**config.mk**
```make
export PLATFORM = sky130hd
export DESIGN_NAME = parking_occupancy_ctrl
export DESIGN_NICKNAME = d
export VERILOG_FILES = /design/src/rtl/parking_occupancy_ctrl_pkg.sv /design/src/rtl/sensor_debouncer.sv /design/src/rtl/parking_occupancy_ctrl.sv
export SDC_FILE = /design/constraint.sdc
export NUM_CORES = 1
export LEC_CHECK = 0
export BUFFER_PORTS_ARGS = -buffer_cell sky130_fd_sc_hd__buf_2
export CAP_MARGIN = 40
export CORE_MARGIN = 2
export CORE_UTILIZATION = 44
export CTS_CLUSTER_SIZE = 16
export DETAILED_ROUTE_END_ITERATION = 8
export GPL_TIMING_DRIVEN = 0
export SYNTH_ARGS = -nofsm -noshare
export SYNTH_HDL_FRONTEND = slang
export SYNTH_SLANG_ARGS = --single-unit
```
**constraint.sdc**
```tcl
create_clock -name clk -period 4.4 [get_ports clk]
set_input_delay 0.44 -clock clk [delete_from_list [all_inputs] [get_ports clk]]
set_output_delay 0.44 -clock clk [all_outputs]
set_load 0.05 [all_outputs]
```
**src/rtl/parking_occupancy_ctrl_pkg.sv**
```systemverilog
// Shared constants for the parking occupancy controller: display codes
// understood by the downstream segment decoder, digit-select patterns and
// the default lot capacity.
package parking_pkg;

   localparam logic [3:0] CODE_L       = 4'hA;
   localparam logic [3:0] CODE_O       = 4'hB;
   localparam logic [3:0] CODE_BLANK   = 4'hF;

   localparam logic [1:0] DIGSEL_UNITS = 2'b10;
   localparam logic [1:0] DIGSEL_TENS  = 2'b01;

   localparam int DEFAULT_CAPACITY     = 8;

endpackage : parking_pkg

```
**src/rtl/sensor_debouncer.sv**
```systemverilog
// Sensor input conditioning: two-flop synchroniser, stability-counter
// debouncer and a one-cycle rising-edge pulse on the debounced level.
module sensor_debouncer #(
   parameter int DEBOUNCE_CYCLES = 50000
) (
   input  logic clk,
   input  logic reset,
   input  logic raw,
   output logic level,
   output logic rise_pulse
);

   localparam int CNT_W = (DEBOUNCE_CYCLES > 1) ? $clog2(DEBOUNCE_CYCLES) : 1;
   localparam logic [CNT_W-1:0] CNT_MAX = CNT_W'(DEBOUNCE_CYCLES - 1);

   logic             r_sync1;
   logic             r_sync2;
   logic             r_level;
   logic             r_level_d;
   logic [CNT_W-1:0] r_cnt;

   // Synchronise the raw input, then accept a new level only after it has
   // differed from the current debounced level for DEBOUNCE_CYCLES cycles.
   always_ff @(posedge clk) begin
      if (reset) begin
         r_sync1   <= 1'b0;
         r_sync2   <= 1'b0;
         r_level   <= 1'b0;
         r_level_d <= 1'b0;
         r_cnt     <= '0;
      end else begin
         r_sync1   <= raw;
         r_sync2   <= r_sync1;
         r_level_d <= r_level;
         if (r_sync2 == r_level) begin
            r_cnt <= '0;
         end else if (r_cnt == CNT_MAX) begin
            r_level <= r_sync2;
            r_cnt   <= '0;
         end else begin
            r_cnt <= r_cnt + 1'b1;
         end
      end
   end

   assign level      = r_level;
   // High only in the cycle right after the debounced level rises.
   assign rise_pulse = r_level & ~r_level_d;

endmodule : sensor_debouncer

```
**src/rtl/parking_occupancy_ctrl.sv**
```systemverilog
// Parking lot occupancy counter with a two-digit multiplexed display.
// Digit 0 shows the count (digit 1 blank); a full lot shows "LO".
module parking_occupancy_ctrl
   import parking_pkg::*;
#(
   parameter int CAPACITY        = DEFAULT_CAPACITY,
   parameter int DEBOUNCE_CYCLES = 50000,
   parameter int SCAN_DIV        = 50000
) (
   input  logic       clk,
   input  logic       reset,
   input  logic       entry_sensor,
   input  logic       exit_sensor,
   output logic [3:0] digit_code,
   output logic [1:0] digit_sel,
   output logic [3:0] count,
   output logic       full,
   output logic       empty,
   output logic       entry_rejected
);

   localparam logic [3:0] CAP = 4'(CAPACITY);
   localparam int SCAN_W = (SCAN_DIV > 1) ? $clog2(SCAN_DIV) : 1;
   localparam logic [SCAN_W-1:0] SCAN_MAX = SCAN_W'(SCAN_DIV - 1);

   logic              w_entry_rise;
   logic              w_exit_rise;
   logic              w_entry_level;
   logic              w_exit_level;
   logic [1:0]        w_unused_levels;

   logic [3:0]        r_count;
   logic              r_full;
   logic              r_empty;
   logic [3:0]        w_count_nxt;
   logic              w_reject;

   logic [SCAN_W-1:0] r_scan;
   logic [1:0]        r_digsel;
   logic [3:0]        r_code;
   logic              w_scan_wrap;
   logic [1:0]        w_digsel_nxt;
   logic [3:0]        w_code_nxt;

   sensor_debouncer #(.DEBOUNCE_CYCLES(DEBOUNCE_CYCLES)) u_entry (
      .clk        (clk),
      .reset      (reset),
      .raw        (entry_sensor),
      .level      (w_entry_level),
      .rise_pulse (w_entry_rise)
   );

   sensor_debouncer #(.DEBOUNCE_CYCLES(DEBOUNCE_CYCLES)) u_exit (
      .clk        (clk),
      .reset      (reset),
      .raw        (exit_sensor),
      .level      (w_exit_level),
      .rise_pulse (w_exit_rise)
   );

   // Debounced levels are not needed here; only the rise events count.
   assign w_unused_levels = {w_entry_level, w_exit_level};

   // Next occupancy from the event pair; simultaneous events cancel out.
   always_comb begin
      w_count_nxt = r_count;
      w_reject    = 1'b0;
      if (w_entry_rise && !w_exit_rise) begin
         if (r_count == CAP) w_reject    = 1'b1;
         else                w_count_nxt = r_count + 4'd1;
      end else if (!w_entry_rise && w_exit_rise) begin
         if (r_count != 4'd0) w_count_nxt = r_count - 4'd1;
      end
   end

   // Occupancy register with full/empty flags kept in step with it.
   always_ff @(posedge clk) begin
      if (reset) begin
         r_count <= 4'd0;
         r_full  <= 1'b0;
         r_empty <= 1'b1;
      end else begin
         r_count <= w_count_nxt;
         r_full  <= (w_count_nxt == CAP);
         r_empty <= (w_count_nxt == 4'd0);
      end
   end

   // Next digit select and the code it should display, from current count.
   always_comb begin
      w_scan_wrap  = (r_scan == SCAN_MAX);
      w_digsel_nxt = w_scan_wrap ? ~r_digsel : r_digsel;
      w_code_nxt   = r_count;
      if (w_digsel_nxt == DIGSEL_TENS) w_code_nxt = r_full ? CODE_L : CODE_BLANK;
      else                             w_code_nxt = r_full ? CODE_O : r_count;
   end

   // Scan counter, digit select and digit code advance together.
   always_ff @(posedge clk) begin
      if (reset) begin
         r_scan   <= '0;
         r_digsel <= DIGSEL_UNITS;
         r_code   <= 4'h0;
      end else begin
         r_scan   <= w_scan_wrap ? '0 : r_scan + 1'b1;
         r_digsel <= w_digsel_nxt;
         r_code   <= w_code_nxt;
      end
   end

   assign count          = r_count;
   assign full           = r_full;
   assign empty          = r_empty;
   assign entry_rejected = w_reject;
   assign digit_sel      = r_digsel;
   assign digit_code     = r_code;

endmodule : parking_occupancy_ctrl
```
# Yosys cells after proc, flatten, opt, wreduce, memory -nomap -nowiden
# Index checks and enable logic that the tools add are counted.
[totals]
reg_bits = 68
input_bits = 4
output_inout_bits = 13
word_cells = 57
[op_classes]
addsub = 5
n_eq_ne = 8
muxes = 10
n_bitwise = 7
reduce_logical = 11
[ops]
columns = ["operator", "count"]
rows = [
  ["$add 16x1->16 const B", 3],
  ["$eq 16x16->1 const B", 3],
  ["$mux 4", 6],
  ["$eq 4x4->1 const B", 2],
  ["$reduce_or 3->1", 2],
  ["$add 4x1->4 const B", 1],
  ["$logic_not 4->1", 1],
  ["$not 1->1", 4],
  ["$reduce_and 2->1", 2],
  ["$reduce_bool 4->1", 1],
  ["$sub 4x1->4 const B", 1],
  ["$mux 3", 1],
  ["$and 1x1->1", 2],
  ["$eq 1x1->1", 2],
  ["$eq 2x1->1 const B", 1],
  ["$logic_and 1x1->1", 2],
  ["$logic_not 1->1", 2],
  ["$mux 1", 2],
  ["$mux 2", 1],
  ["$not 2->2", 1],
  ["$reduce_or 2->1", 1],
]

# Depth between registers and ports, before layout
# Gate-level depths: netlist of run 1.
[logic_depth]
word_depth = 7
ltp_mapped = 7
depth_no_buf = 7

# Cells and area by module
# Synthesis of run 1 repeated with hierarchy kept, for this count alone.
[unflattened]
hier_cells = 319
area_unflattened_um2 = 2987.9
[modules_own_cells]
columns = ["mod", "instances", "cells_per_inst", "area_per_inst_um2", "seq_area_each_um2"]
rows = [
  ["sensor_debouncer", 2, 90, 834.6, 400.4],
  ["parking_occupancy_ctrl", 1, 139, 1318.8, 560.5],
]

# Least setup slack after synthesis of run 1
# Ideal clock, no wire load.
[synth_timing]
path_kind = "reg2reg"
startpoint = "reg r_count[1] (netlist: count[1])"
endpoint = "reg r_full (netlist: full)"
setup_ps = 87
arrival_ps = 2188
required_ps = 4313
path_slack_ps = 2125
stages_incl_launch_ff = 8
n_path_buf = 0
synth_period_minus_slack_ps = 2275
path_cell_list = "dfxtp_1 inv_1 ha_1 nor3b_1 or3_4 a311oi_4 nand3_2 nor4b_2"
[synth_via]
elab_chain_len = 5
word_cells_on_any_way = 9
cone_classes = "add/sub (2); eq/ne (2); mux (4); reduce/logical (1)"
[synth_lines]
columns = ["element", "line", "text"]
rows = [
  ["start: declaration", "parking_occupancy_ctrl.sv:32", "logic [3:0] r_count;"],
  ["start signal: assignment", "parking_occupancy_ctrl.sv:83", "r_count <= w_count_nxt;"],
  ["$sub 4x1->4 or $reduce_bool 4->1 (tied branches)", "parking_occupancy_ctrl.sv:72", "if (r_count != 4'd0) w_count_nxt = r_count - 4'd1;"],
  ["$mux 4", "parking_occupancy_ctrl.sv:72", ""],
  ["$mux 4", "parking_occupancy_ctrl.sv:71", "end else if (!w_entry_rise && w_exit_rise) begin"],
  ["$mux 4 (*)", "parking_occupancy_ctrl.sv:68", "if (w_entry_rise && !w_exit_rise) begin"],
  ["$eq 4x4->1 (*)", "parking_occupancy_ctrl.sv:84", "r_full <= (w_count_nxt == CAP);"],
  ["end signal: assignment", "parking_occupancy_ctrl.sv:84", ""],
  ["end: declaration", "parking_occupancy_ctrl.sv:33", "logic r_full;"],
]
# Every way passes the cells marked *; elsewhere a longest branch is shown, timed or not.
# A chain may end at the register's enable or synchronous reset.

# Final worst setup path of run 1
[layout_timing]
startpoint = "reg u_entry.r_level (netlist: u_entry.level)"
endpoint = "out entry_rejected"
[layout_via]
elab_chain_len = 3
[layout_lines]
columns = ["element", "line", "text"]
rows = [
  ["start: declaration", "sensor_debouncer.sv:18", "logic r_level;"],
  ["start signal: assignment", "sensor_debouncer.sv:38", "r_level <= r_sync2;"],
  ["$and 1x1->1", "sensor_debouncer.sv:48", "assign rise_pulse = r_level & ~r_level_d;"],
  ["$logic_and 1x1->1", "parking_occupancy_ctrl.sv:68", ""],
  ["$mux 1", "parking_occupancy_ctrl.sv:68", ""],
  ["end: declaration", "parking_occupancy_ctrl.sv:19", "output logic entry_rejected"],
]
# No other way between the ends.

==> out/metrics.cfg, run 1 <==
[final_layout]
drive_above_1_share_pct=10.8
fin_util_pct=50.9
design_area_sq_um=3230
area_growth_syn_to_layout_pct=11.7
fillerInstances=629
final_nets=357
diodes=0

[yosys]
synth_xor_area_share_pct=13.9
async_flop_share_pct=0
syn_nets=331
yosys.area_share.simple_pct=30.5
synth_fa_ha_area_share_pct=2.16
synth_top_family_by_area=simple AND/OR/NAND/NOR gates
synth_cells=322
synth.distinct_cells=42
ys_seq_area_share_pct=47.1
netlist_top_cells_area=dfxtp_1 (47%), nor2_1 (8.7%), xor2_1 (7.9%)
synth_area_sq_um=2890
dominantRegCellSynth=dfxtp_1
yosys.area.top_type_share_pct=47.1
synth-edff-count=0
synth_compound_gate_area_share_pct=3.55
ys_warn_count=0
synth_area_per_cell_sq_um=8.98
synth-seq-cells=68
yosys.area.top_type=dfxtp_1
synth.area.mux_share_pct=1.04

[grt]
grt.met2_usage_pct=22.9
grt_antenna_before_repair=0
grt_start_max_net_pins=13
grt_overflow_total=0
grt_pass1_wl_mm=8.79
grt_pass1_vias=2015
grt_busiest_layer=met2
grt_util_all_layers_pct=15.1
grt.met1_usage_pct=19.8
use_met3_pct=4.96

[drt]
wire_per_inst_microns=11.7
drcViolationCount=0
drt-vias-per-instance=5.03
antenna_left=0
drtPass1Iterations=4
vias=2164
wl_mm=5.03
drt_iter0_drc=67

[clock_network]
cts-root-buf=clkbuf_8
cts_resized=0
cts_tree=built
clockBufferDepth=2
cts.sinks=68
htree_levels=3
clkSlewWorstSetupHoldPaths_ns=0.07
clk_latency_ns=0.34
cts_setup_buffers=0
hold_buffers=0
cts-buffers-inserted=9

[critical_path]
crit_type=flop to primary output
cp.arrival_ns=1.70
crit_path_max_fanout=7
start_kind=flop
required_ns=3.96
end_kind=primary output

[floorplan]
die_x_microns=85.1
core_area_sq_um=6350
rows=29
pin_count=17
start_util_pct=45.5
die_area_sq_um=7240
die_height_microns=85.1

[place]
dpl.hpwl_mm=3.58
numPortBuffers=15
gp_congestion=0.766
post_dp_cell_area_sq_um=3060

[timing]
layout_worst_path_cycle_share_pct=48.7
setup_viol=0
fin_skew_ns=0.0104
rsz0062_at_grt=false
tightest_slew_ns=0.505
relSlewSlack_pct=65.4
min_period_ns=2.14
timing.fmax_ghz=0.466
hold_violations=0
setup_tns_ns=0
maxSlewViolCount=0

[power_and_ir_drop]
cellLeakagePower_nw=1.16
vdd_drop_max_mv=0.236
comb_power_share_pct=1.6
powerDensity_nw_per_um2=335
pwr-share-seq_pct=57.6
power_switching_mw=0.256
intPower_mw=0.826
p_clk_share_pct=40.9
swShare_pct=23.6

[run]
drv_cap=0

[status]
outcome=completed

[worst_hold_path]
hold_class=primary input to flop

through the flow:
stage                     hold slack [ns]  total power, mW  instances  setup slack [ns]
after floorplan                     0.414            0.649        322              2.12
after global placement              0.422            0.654        414              2.30
after detailed placement            0.422            0.655        414              2.32
after CTS                           0.306             1.10        430              2.27
after global routing                0.310             1.13        430              2.17
final                               0.325             1.08        430              2.26
final timing paths:
check / start / slack (ns) / end / cells past startpoint
worst max-delay path: u_entry.level / 2.26 / entry_rejected / 4
worst min-delay path: entry_sensor / 0.32 / u_entry.r_sync1 / 2
worst max register to register: count[1] / 2.29 / full / 7
worst min register to register: u_entry.r_sync1 / 0.44 / u_entry.r_sync2 / 1
synthesized netlist by cell type, types with 2 or more instances:
master     n
nor2b_1    7
and2_1     2
clkbuf_1   5
nand2b_1   5
dfxtp_1   68
xnor2_1   20
nor4b_1    3
nor3b_1    2
xor2_1    26
nand3_1   24
nor4_1     3
ha_1       5
nand2_1   19
nor3_1    15
nor2_1    67
inv_1      6
nand4_1    9
mux2i_1    3
and3_1    10
flip-flops by register name, summed over array words and instances (netlist names):
name and cells:
count 4, digit_sel 2, u_exit.r_cnt 16, u_exit.r_sync2 1, u_exit.level 1, u_entry.r_cnt 16
u_entry.r_sync1 1, u_exit.r_sync1 1, full 1, digit_code 4, u_entry.r_level_d 1, u_entry.r_sync2 1
r_scan 16, empty 1, u_entry.level 1, u_exit.r_level_d 1
power by group through the flow:
stage | Combinational (mW) | Clock, mW | Sequential, mW
6_report | 0.0169 | 0.442 | 0.623
5_1_grt | 0.0191 | 0.488 | 0.623
4_1_cts | 0.0175 | 0.461 | 0.623
3_5_place_dp | 0.0175 | 0 | 0.637
3_3_place_gp | 0.0175 | 0 | 0.637
2_1_floorplan | 0.0127 | 0 | 0.636
routing by layer:
metal | part of all wire [%] | vias up
met5 | 0 | -
met4 | 1.4 | 0
met3 | 3.5 | 7
met2 | 43 | 25
met1 | 52 | 994
li1 | - | 1138
worst max-delay path: stages, from the launching register on:
cell and delay (ns):
dfxtp_1 0.42, nor2b_2 0.36, nand2_1 0.20, nor2_1 0.13, buf_2 0.26
cells in the final DEF (no fill, tap or decap), drive strengths merged, types with 2 or more instances in the layout:
cell       n
nand4      9
nand3     25
clkinv     5
nor4       3
dfxtp     68
xor2      26
nand2     19
and3      10
a311oi     2
inv        6
clkinvlp   2
ha         5
nor4b      4
nor3      15
and2       2
clkbuf    14
nor2b      8
buf       17
nor3b      2
nand2b     6
mux2i      3
xnor2     20
nor2      67
cells by family after synthesis:
family          after synthesis
flops                        68
compound gates               11
buf+inv                      13
fa+ha+maj                     5
simple gates                176
mux                           3
xor+xnor                     46
layout make-up:
type                       count  area [sq um]  share of cell area, %
multi-input combinational    241          1480                   45.8
sequential                    68          1360                   42.1
clock buffer                   9           124                   3.83
tap                           77          96.3                   2.98
timing repair buffer          15          75.1                   2.32
clock inverter                 7          43.8                   1.36
buffer                         7          27.5                  0.852
inverter                       6          22.5                  0.697
Power figures use the tool's default switching activity.
==> inputs of run 2 (changes only) <==
- clock period: 4.4 -> 2.05 ns (I/O delays scaled with it)
==> out/metrics.cfg, run 2 (synthesis gave the netlist of run 1 again) <==
[status]
outcome=completed

[floorplan]
core_area_sq_um=6350
die_area_sq_um=7240
die_x_microns=85.1
start_util_pct=45.5
pin_count=17
rows=29
die_height_microns=85.1

[drt]
vias=2155
wl_met2_mm=2.21
drt-met1-wl_mm=2.47
highest_layer=met4
drtPass1Iterations=4
drt_iter0_drc=55
antenna_left=0
drt-vias-per-instance=5.01
wire_per_inst_microns=11.5
met3_length_microns=199
wl_mm=4.94
drcViolationCount=0

[grt]
grt_antenna_before_repair=0
grt_overflow_total=0
grt_start_max_net_pins=12
grt_pass1_wl_mm=9.03
grt_pass1_vias=1998
grt_util_all_layers_pct=15.6

[power_and_ir_drop]
vdd_drop_max_mv=0.625
cellLeakagePower_nw=1.17
powerDensity_nw_per_um2=716

[clock_network]
hold_buffers=0
htree_levels=3
cts.sinks=68
cts_setup_buffers=0
clkSlewWorstSetupHoldPaths_ns=0.07
cts_tree=built
clk_latency_ns=0.34
cts-root-buf=clkbuf_8
cts_resized=0
cts-buffers-inserted=9
clockBufferDepth=2

[final_layout]
largestRegisters=r_scan (16), u_entry.r_cnt (16), u_exit.r_cnt (16)
drive_above_1_share_pct=12.2
fillerInstances=607
layout_commonest_cell=nor2_1
final_nets=357
area_growth_syn_to_layout_pct=13.2
diodes=0
mostFrequentLayoutCells=nor2_1 (67), dfxtp_1 (65), xor2_1 (26)
fin_util_pct=51.5

[place]
numPortBuffers=15
gp_congestion=0.742
dpl.hpwl_mm=3.44

[critical_path]
cp_num_cells=7
start_kind=flop
cp_cell_sequence=inv_1, ha_1, nor3b_1, or3_4, a21o_1, and2_1, a41o_1
cp_num_buf_inv=1
end_kind=flop
cp.arrival_ns=2.17
crit_path_max_fanout=7
required_ns=2.28
path_delay_family=simple AND/OR/NAND/NOR gates
cp_slowest_stage_delay_ns=0.42
crit_type=flop to flop
r2r_cells=7
cp_slowest_cell=dfxtp_2

[timing]
relSlewSlack_pct=65.7
min_period_ns=1.94
hold_violations=0
tightest_slew_ns=0.515
layout_worst_path_cycle_share_pct=94.7
timing.fmax_ghz=0.515
fin_skew_ns=0.00611
setup_tns_ns=0
rsz0062_at_grt=true
maxSlewViolCount=0
setup_viol=0

[worst_hold_path]
whs_path_depth=2
hold_class=primary input to flop

[run]
drv_cap=0

-- run 2: changes by cell type in the layout (fill, tap and decap cells not counted), sizes merged --
| cell | change |
|---|---|
| clkinv | -3 |
| clkbuf | +6 |
| clkinvlp | -2 |
| buf | -1 |
-- run 2: per-stage QoR --
stage	power [mW]	instance area (sq um)	std cells	setup slack (ns)	hold WS (ns)
CTS	2.38	3240	430	0.0397	0.0676
floorplan	1.39	2900	322	0.00235	0.333
finish	2.34	3270	430	0.109	0.0802
global placement	1.40	3070	414	0.0509	0.419
global route	2.45	3270	430	-0.0254	0.104
detailed placement	1.40	3070	414	0.0578	0.421
-- run 2: worst paths after layout --
kind,from,to,slack [ns]
worst min-delay path,entry_sensor,u_entry.r_sync1,0.08
worst max register to register,count[1],empty,0.11
worst min register to register,r_scan[0],r_scan[0],0.43
worst max-delay path,count[1],empty,0.11
-- run 2: cell type report --
class,count,area (sq um),share of cell area (%)
Multi-Input combinational cell,241,1510,46.1
Sequential cell,68,1370,41.8
Clock buffer,14,163,4.97
Tap cell,77,96.3,2.94
Timing Repair Buffer,15,75.1,2.29
Buffer,7,30.0,0.918
Inverter,6,22.5,0.688
Clock inverter,2,10.0,0.306
-- run 2: metal layers --
| metal | track usage [%] | up-vias |
|---|---|---|
| li1 | - | 1140 |
| met1 | 20.2 | 984 |
| met2 | 23.0 | 24 |
| met3 | 6.81 | 7 |
| met4 | 5.48 | 0 |
| met5 | 0 | - |
-- run 2: where the power goes --
part	leakage [nW]	switching (mW)	internal (mW)
Sequential	0.551	0.00704	1.33
Clock	0.0905	0.464	0.503
Combinational	0.533	0.0247	0.0142
